===== src/rtl/fib_pkg.sv =====
// Shared types and constants for the fibonacci job dispatcher.
package fib_pkg;

   localparam int unsigned FIB_WIDTH    = 16;
   // fib(24)=46368 is the last value representable in 16 bits
   localparam int unsigned FIB_MAX_N_16 = 24;

   typedef enum logic [2:0] {
      IDLE,
      ISSUE,
      GUARD,
      WAIT,
      RESP
   } fib_disp_state_t;

endpackage


===== src/rtl/fib_req_fifo.sv =====
// Request FIFO: registered storage, head visible the cycle after push.
module fib_req_fifo #(
   parameter int unsigned WIDTH = 16,
   parameter int unsigned DEPTH = 4
) (
   input  logic             clk,
   input  logic             reset,
   input  logic             push,
   input  logic             pop,
   input  logic [WIDTH-1:0] din,
   output logic [WIDTH-1:0] dout,
   output logic             empty,
   output logic             ready
);

   localparam int unsigned AW = $clog2(DEPTH);
   localparam int unsigned CW = AW + 1;

   logic [WIDTH-1:0] mem [DEPTH];
   logic [AW-1:0]    wr_ptr;
   logic [AW-1:0]    rd_ptr;
   logic [CW-1:0]    count;
   logic [CW-1:0]    count_next;
   logic             do_push;
   logic             do_pop;

   assign do_push = push & ready;
   assign do_pop  = pop & ~empty;
   assign empty   = (count == '0);
   assign dout    = mem[rd_ptr];

   // Occupancy after this cycle's push/pop
   always_comb begin
      count_next = count;
      if (do_push && !do_pop) begin
         count_next = count + CW'(1);
      end else if (do_pop && !do_push) begin
         count_next = count - CW'(1);
      end
   end

   // Pointers, occupancy and registered not-full flag (low while in reset)
   always_ff @(posedge clk or posedge reset) begin
      if (reset) begin
         wr_ptr <= '0;
         rd_ptr <= '0;
         count  <= '0;
         ready  <= 1'b0;
      end else begin
         if (do_push) wr_ptr <= wr_ptr + AW'(1);
         if (do_pop)  rd_ptr <= rd_ptr + AW'(1);
         count <= count_next;
         ready <= (count_next != CW'(DEPTH));
      end
   end

   // Storage array needs no reset; only entries inside count are ever read
   always_ff @(posedge clk) begin
      if (do_push) mem[wr_ptr] <= din;
   end

endmodule


===== src/rtl/fib_dispatch.sv =====
// Job dispatcher: queues n requests, runs them one at a time on the
// fibonacci core and returns (n, fib(n), err) on a valid/ready port.
module fib_dispatch
   import fib_pkg::*;
#(
   parameter int unsigned WIDTH   = FIB_WIDTH,
   parameter int unsigned DEPTH   = 4,
   parameter int unsigned MAX_N   = FIB_MAX_N_16,
   parameter int unsigned TIMEOUT = 1024
) (
   input  logic             clk,
   input  logic             reset,
   input  logic             req_valid,
   output logic             req_ready,
   input  logic [WIDTH-1:0] req_n,
   output logic [WIDTH-1:0] core_din,
   output logic             core_start,
   input  logic [WIDTH-1:0] core_dout,
   input  logic             core_done,
   output logic             rsp_valid,
   input  logic             rsp_ready,
   output logic [WIDTH-1:0] rsp_n,
   output logic [WIDTH-1:0] rsp_fib,
   output logic             rsp_err,
   output logic [15:0]      jobs_done
);

   localparam int unsigned      TW      = $clog2(TIMEOUT);
   localparam logic [WIDTH-1:0] MAX_N_W = WIDTH'(MAX_N);
   localparam logic [TW-1:0]    T_LAST  = TW'(TIMEOUT - 1);

   fib_disp_state_t  state, state_d;
   logic [WIDTH-1:0] cur_n, cur_n_d;
   logic [WIDTH-1:0] fib_q, fib_d;
   logic             err_q, err_d;
   logic [WIDTH-1:0] din_q, din_d;
   logic [TW-1:0]    timer, timer_d;
   logic [15:0]      jobs, jobs_d;
   logic             fifo_pop;
   logic             fifo_empty;
   logic [WIDTH-1:0] fifo_head;

   fib_req_fifo #(
      .WIDTH (WIDTH),
      .DEPTH (DEPTH)
   ) u_fifo (
      .clk   (clk),
      .reset (reset),
      .push  (req_valid),
      .pop   (fifo_pop),
      .din   (req_n),
      .dout  (fifo_head),
      .empty (fifo_empty),
      .ready (req_ready)
   );

   // Next-state and datapath decisions for the single in-flight job
   always_comb begin
      state_d  = state;
      cur_n_d  = cur_n;
      fib_d    = fib_q;
      err_d    = err_q;
      din_d    = din_q;
      timer_d  = timer;
      jobs_d   = jobs;
      fifo_pop = 1'b0;
      case (state)
         IDLE: begin
            if (!fifo_empty) begin
               fifo_pop = 1'b1;
               cur_n_d  = fifo_head;
               fib_d    = '0;
               err_d    = 1'b0;
               if (fifo_head > MAX_N_W) begin
                  err_d   = 1'b1;
                  state_d = RESP;
               end else begin
                  din_d   = fifo_head;
                  state_d = ISSUE;
               end
            end
         end
         ISSUE: state_d = GUARD;
         GUARD: begin
            // done may still be high from the previous job; skip this cycle
            timer_d = '0;
            state_d = WAIT;
         end
         WAIT: begin
            if (core_done) begin
               fib_d   = core_dout;
               err_d   = 1'b0;
               state_d = RESP;
            end else if (timer == T_LAST) begin
               fib_d   = '0;
               err_d   = 1'b1;
               state_d = RESP;
            end else begin
               timer_d = timer + TW'(1);
            end
         end
         RESP: begin
            if (rsp_ready) begin
               jobs_d  = jobs + 16'd1;
               state_d = IDLE;
            end
         end
         default: state_d = IDLE;
      endcase
   end

   // State, job registers and registered outputs
   always_ff @(posedge clk or posedge reset) begin
      if (reset) begin
         state      <= IDLE;
         cur_n      <= '0;
         fib_q      <= '0;
         err_q      <= 1'b0;
         din_q      <= '0;
         timer      <= '0;
         jobs       <= '0;
         core_start <= 1'b0;
         rsp_valid  <= 1'b0;
      end else begin
         state      <= state_d;
         cur_n      <= cur_n_d;
         fib_q      <= fib_d;
         err_q      <= err_d;
         din_q      <= din_d;
         timer      <= timer_d;
         jobs       <= jobs_d;
         core_start <= (state_d == ISSUE);
         rsp_valid  <= (state_d == RESP);
      end
   end

   assign core_din  = din_q;
   assign rsp_n     = cur_n;
   assign rsp_fib   = fib_q;
   assign rsp_err   = err_q;
   assign jobs_done = jobs;

endmodule

===== config.mk =====
export PLATFORM = sky130hd
export DESIGN_NAME = fib_dispatch
export DESIGN_NICKNAME = d
export VERILOG_FILES = /design/src/rtl/fib_pkg.sv /design/src/rtl/fib_req_fifo.sv /design/src/rtl/fib_dispatch.sv
export SDC_FILE = /design/constraint.sdc
export NUM_CORES = 1
export LEC_CHECK = 0
export BUFFER_PORTS_ARGS = -buffer_cell sky130_fd_sc_hd__clkbuf_2
export CAP_MARGIN = 30
export CORE_MARGIN = 2
export CORE_UTILIZATION = 44
export CTS_CLUSTER_DIAMETER = 30
export DETAILED_ROUTE_END_ITERATION = 6
export GPL_ROUTABILITY_DRIVEN = 0
export PLACE_DENSITY = 0.62
export SLEW_MARGIN = 20
export SYNTH_ARGS = -nofsm -noshare
export SYNTH_HDL_FRONTEND = slang
export SYNTH_SLANG_ARGS = --single-unit

===== constraint.sdc =====
create_clock -name clk -period 5.5 [get_ports clk]
set_input_delay 0.55 -clock clk [delete_from_list [all_inputs] [get_ports clk]]
set_output_delay 0.55 -clock clk [all_outputs]
set_load 0.005 [all_outputs]

==> results.toml <==
[grt]
grt_overflow = 0
gr-usage-all-layers_pct = 16.7
grt_pass1_wl_um = 18200
antenna_found_initial = 0
grt_pass1_vias = 3528
grt_max_degree = 47

[synth]
synth_largest_area_cell = "dfrtp_1"
syn_area_per_cell_um2 = 15.7
syn_nets = 431
ys_async_sr_fraction_pct = 57.9
syn_inst = 385
syn_area_um2 = 6040
synth_ff_type = "dfrtp_1"
ys_seq_area_share_pct = 68.2
ys_types = 47
synthTopCellsByArea = "dfrtp_1 (36%), edfxtp_1 (32%), mux4_2 (6.0%)"
yosysMostFrequentCell = "dfrtp_1"
ys_warn_count = 0
synth.top_cell.area_share_pct = 36.4
synth_common_cells = "dfrtp_1 (88), edfxtp_1 (64), xnor2_1 (24)"
ys_ff_latch = 152
synth_edf_count = 64

[final_layout]
drive_gt1_share_pct = 36.3
fin_util_pct = 55.5
fillers = 1096
area_growth_pct = 22.6
final_cells = 689
antenna_cells = 0
layout.nets = 546

[route]
drc = 0
drt_pass1_iterations = 5
num_vias = 3496
wire_per_inst_um = 16.4
drt_iter0_drc = 115
via_per_inst = 5.07
ant_nets = 0
drt-total-wl_um = 11300

[critical_path]
critPathBufInv = 2
rr_startpoint = "u_fifo.rd_ptr[0]$_DFFE_PP0P_"
critPathLaunchType = "register"
ff2ff_setup_slack_ns = 2.58
cp.required_ns = 5.80
path_class = "reg2reg"
path_delay_family = "simple AND/OR/NAND/NOR gates"
cp_slowest_stage_delay_ns = 0.60
cp_num_cells = 7
worstPathArrival_ns = 3.22
r2r_cells = 7
crit_end = "core_din[4]$_DFFE_PP0P_"
crit_chain = "buf_8 -> mux4_2 -> nor4_1 -> nand3_1 -> or3_4 -> clkinv_4 -> mux2_4"
critPathCaptureType = "register"
worstReg2RegEnd = "core_din[4]$_DFFE_PP0P_"
worstSetupStartpoint = "u_fifo.rd_ptr[0]$_DFFE_PP0P_"
slowest_stage = "dfrtp_1"
crit_fanout = 13

[clock_tree]
clock_latency_ns = 0.43
cts_root_buffer = "clkbuf_16"
htreeDepth = 4
post_cts_buffers = 0
cts_made_buffers = 17
cts_tree = "built"
postCtsHoldBufs = 1
clockBufferDepth = 2
cts_resized = 0
clkSinkCount = 152
clk_pin_slew_ns = 0.06

[floorplan]
row_count = 42
io_pins = 105
die_h_um = 121
dieArea_um2 = 14700
core_um2 = 13300
die_width_um = 121
initial_core_util_pct = 45.3

[placement]
port_buffers = 104
dp.cells = 655
pre_cts_slack_ns = 2.53
hpwl_um = 7680

[run_status]
status = "completed"

[power]
vdd_drop_max_uv = 401
power_density_nw_per_um2 = 487
p_leak_uw = 0.00319

[timing]
relSlewSlack_pct = 41.3
tightestPinTransition_ns = 0.880
timing.fmax_mhz = 342
hold_violations = 0
setup_ws_ns = 2.58
setup_tns_ns = 0
rsz0062_at_grt = "no"
fin_crit_ns = 2.92
maxSlewViolCount = 0
skew_ns = 0.0113
setup_viol = 0
min_period_over_period_pct = 53.1

[flow_run]
drv_cap = 0

[worst_hold_path]
hold_class = "in2reg"
[worst register-to-register path, cell delays in order, from the launching register on]
cell and delay [ns]:
dfrtp_1 0.60, buf_8 0.24, mux4_2 0.53, nor4_1 0.35, nand3_1 0.18, or3_4 0.49
clkinv_4 0.12, mux2_4 0.30
[power by group]
group	switching, uW	internal [uW]
clock	475	722
combinational	398	436
sequential	160	1420
total	1030	2570
[routing by layer]
| metal | up-vias | GRT usage, % | share of wire (%) | wire [um] |
|---|---|---|---|---|
| li1 | 1652 | - | - | - |
| met1 | 1750 | 22.2 | 45 | 5130 |
| met2 | 84 | 25.8 | 49 | 5510 |
| met3 | 10 | 5.03 | 4.7 | 535 |
| met4 | 0 | 6.90 | 1.1 | 123 |
| met5 | - | 0 | 0 | 0 |
[stage by stage]
| step | cell area (um2) | hold WS (ns) | power, uW |
|---|---|---|---|
| 2_1_floorplan | 6040 | 0.452 | 2160 |
| 3_5_place_dp | 6770 | 0.421 | 2450 |
| 3_3_place_gp | 6730 | 0.416 | 2410 |
| 4_1_cts | 7390 | 0.321 | 3660 |
| 6_report | 7410 | 0.342 | 3610 |
| 5_1_grt | 7410 | 0.330 | 3800 |
[worst min path at each step]
stage	from	endpoint	slack, ns	cells after the start
2_1_floorplan	u_fifo.count[2]$_DFF_PP0_	u_fifo.count[2]$_DFF_PP0_	0.45	1
3_3_place_gp	reset	jobs_done[15]$_DFFE_PP0P_	0.42	2
3_5_place_dp	reset	jobs_done[15]$_DFFE_PP0P_	0.42	2
4_1_cts	req_n[6]	u_fifo.mem[0][6]$_DFFE_PP_	0.32	1
5_1_grt	req_n[11]	u_fifo.mem[2][11]$_DFFE_PP_	0.33	1
6_report	req_n[14]	u_fifo.mem[0][14]$_DFFE_PP_	0.34	1
[state kept, by name, summed over array words and instances (netlist names)]
signal / count
core_din: 16
rsp_n: 16
core_start: 1
rsp_fib: 16
state: 3
u_fifo.rd_ptr: 2
u_fifo.count: 3
jobs_done: 16
u_fifo.mem: 64
rsp_valid: 1
rsp_err: 1
u_fifo.wr_ptr: 2
timer: 10
u_fifo.ready: 1
[cell type report]
cell class | count | area, um2 | share of cell area (%)
inverters | 14 | 58.8 | 0.794
clock buffers | 17 | 425 | 5.74
well taps | 176 | 220 | 2.97
multi-input cells | 204 | 1780 | 24.0
repair buffers | 111 | 611 | 8.24
flip-flops and latches | 152 | 4120 | 55.7
clock inverters | 15 | 188 | 2.53
[layout by cell type, fill, tap and decap left out, types with 2 or more instances in the layout]
| cell | n |
|---|---|
| a211oi_1 | 7 |
| bufinv_16 | 3 |
| dfrtp_1 | 88 |
| and2_1 | 13 |
| inv_1 | 12 |
| a2111oi_0 | 2 |
| edfxtp_1 | 64 |
| o21ai_0 | 3 |
| or3_1 | 2 |
| nand3_1 | 13 |
| buf_4 | 3 |
| nand2b_1 | 2 |
| nor3_1 | 4 |
| a21oi_1 | 2 |
| maj3_1 | 2 |
| mux4_2 | 16 |
| clkinv_4 | 3 |
| buf_8 | 2 |
| a22o_1 | 16 |
| mux2_2 | 17 |
| clkinv_2 | 2 |
| ha_1 | 9 |
| nand2_1 | 13 |
| mux2_4 | 5 |
| nand4_1 | 4 |
| xor2_1 | 5 |
| and3_1 | 5 |
| clkbuf_16 | 17 |
| inv_6 | 6 |
| xnor2_1 | 24 |
| clkbuf_2 | 104 |
| clkinvlp_4 | 3 |
| nor2_1 | 19 |
| or2_1 | 2 |
| o21ai_1 | 2 |
| and4_1 | 2 |
[kinds of logic (layout without fill, tap and decap cells)]
logic type | Yosys count | after routing | synth area share (%)
flops | 152 | 152 | 68.2
simple gates | 87 | 87 | 7.68
mux | 39 | 39 | 10.5
compound gates | 38 | 38 | 4.87
xor+xnor | 29 | 29 | 4.20
buf+inv | 29 | 157 | 2.28
fa+ha+maj | 11 | 11 | 2.19
Note: power is estimated with default switching activity, not from simulation.
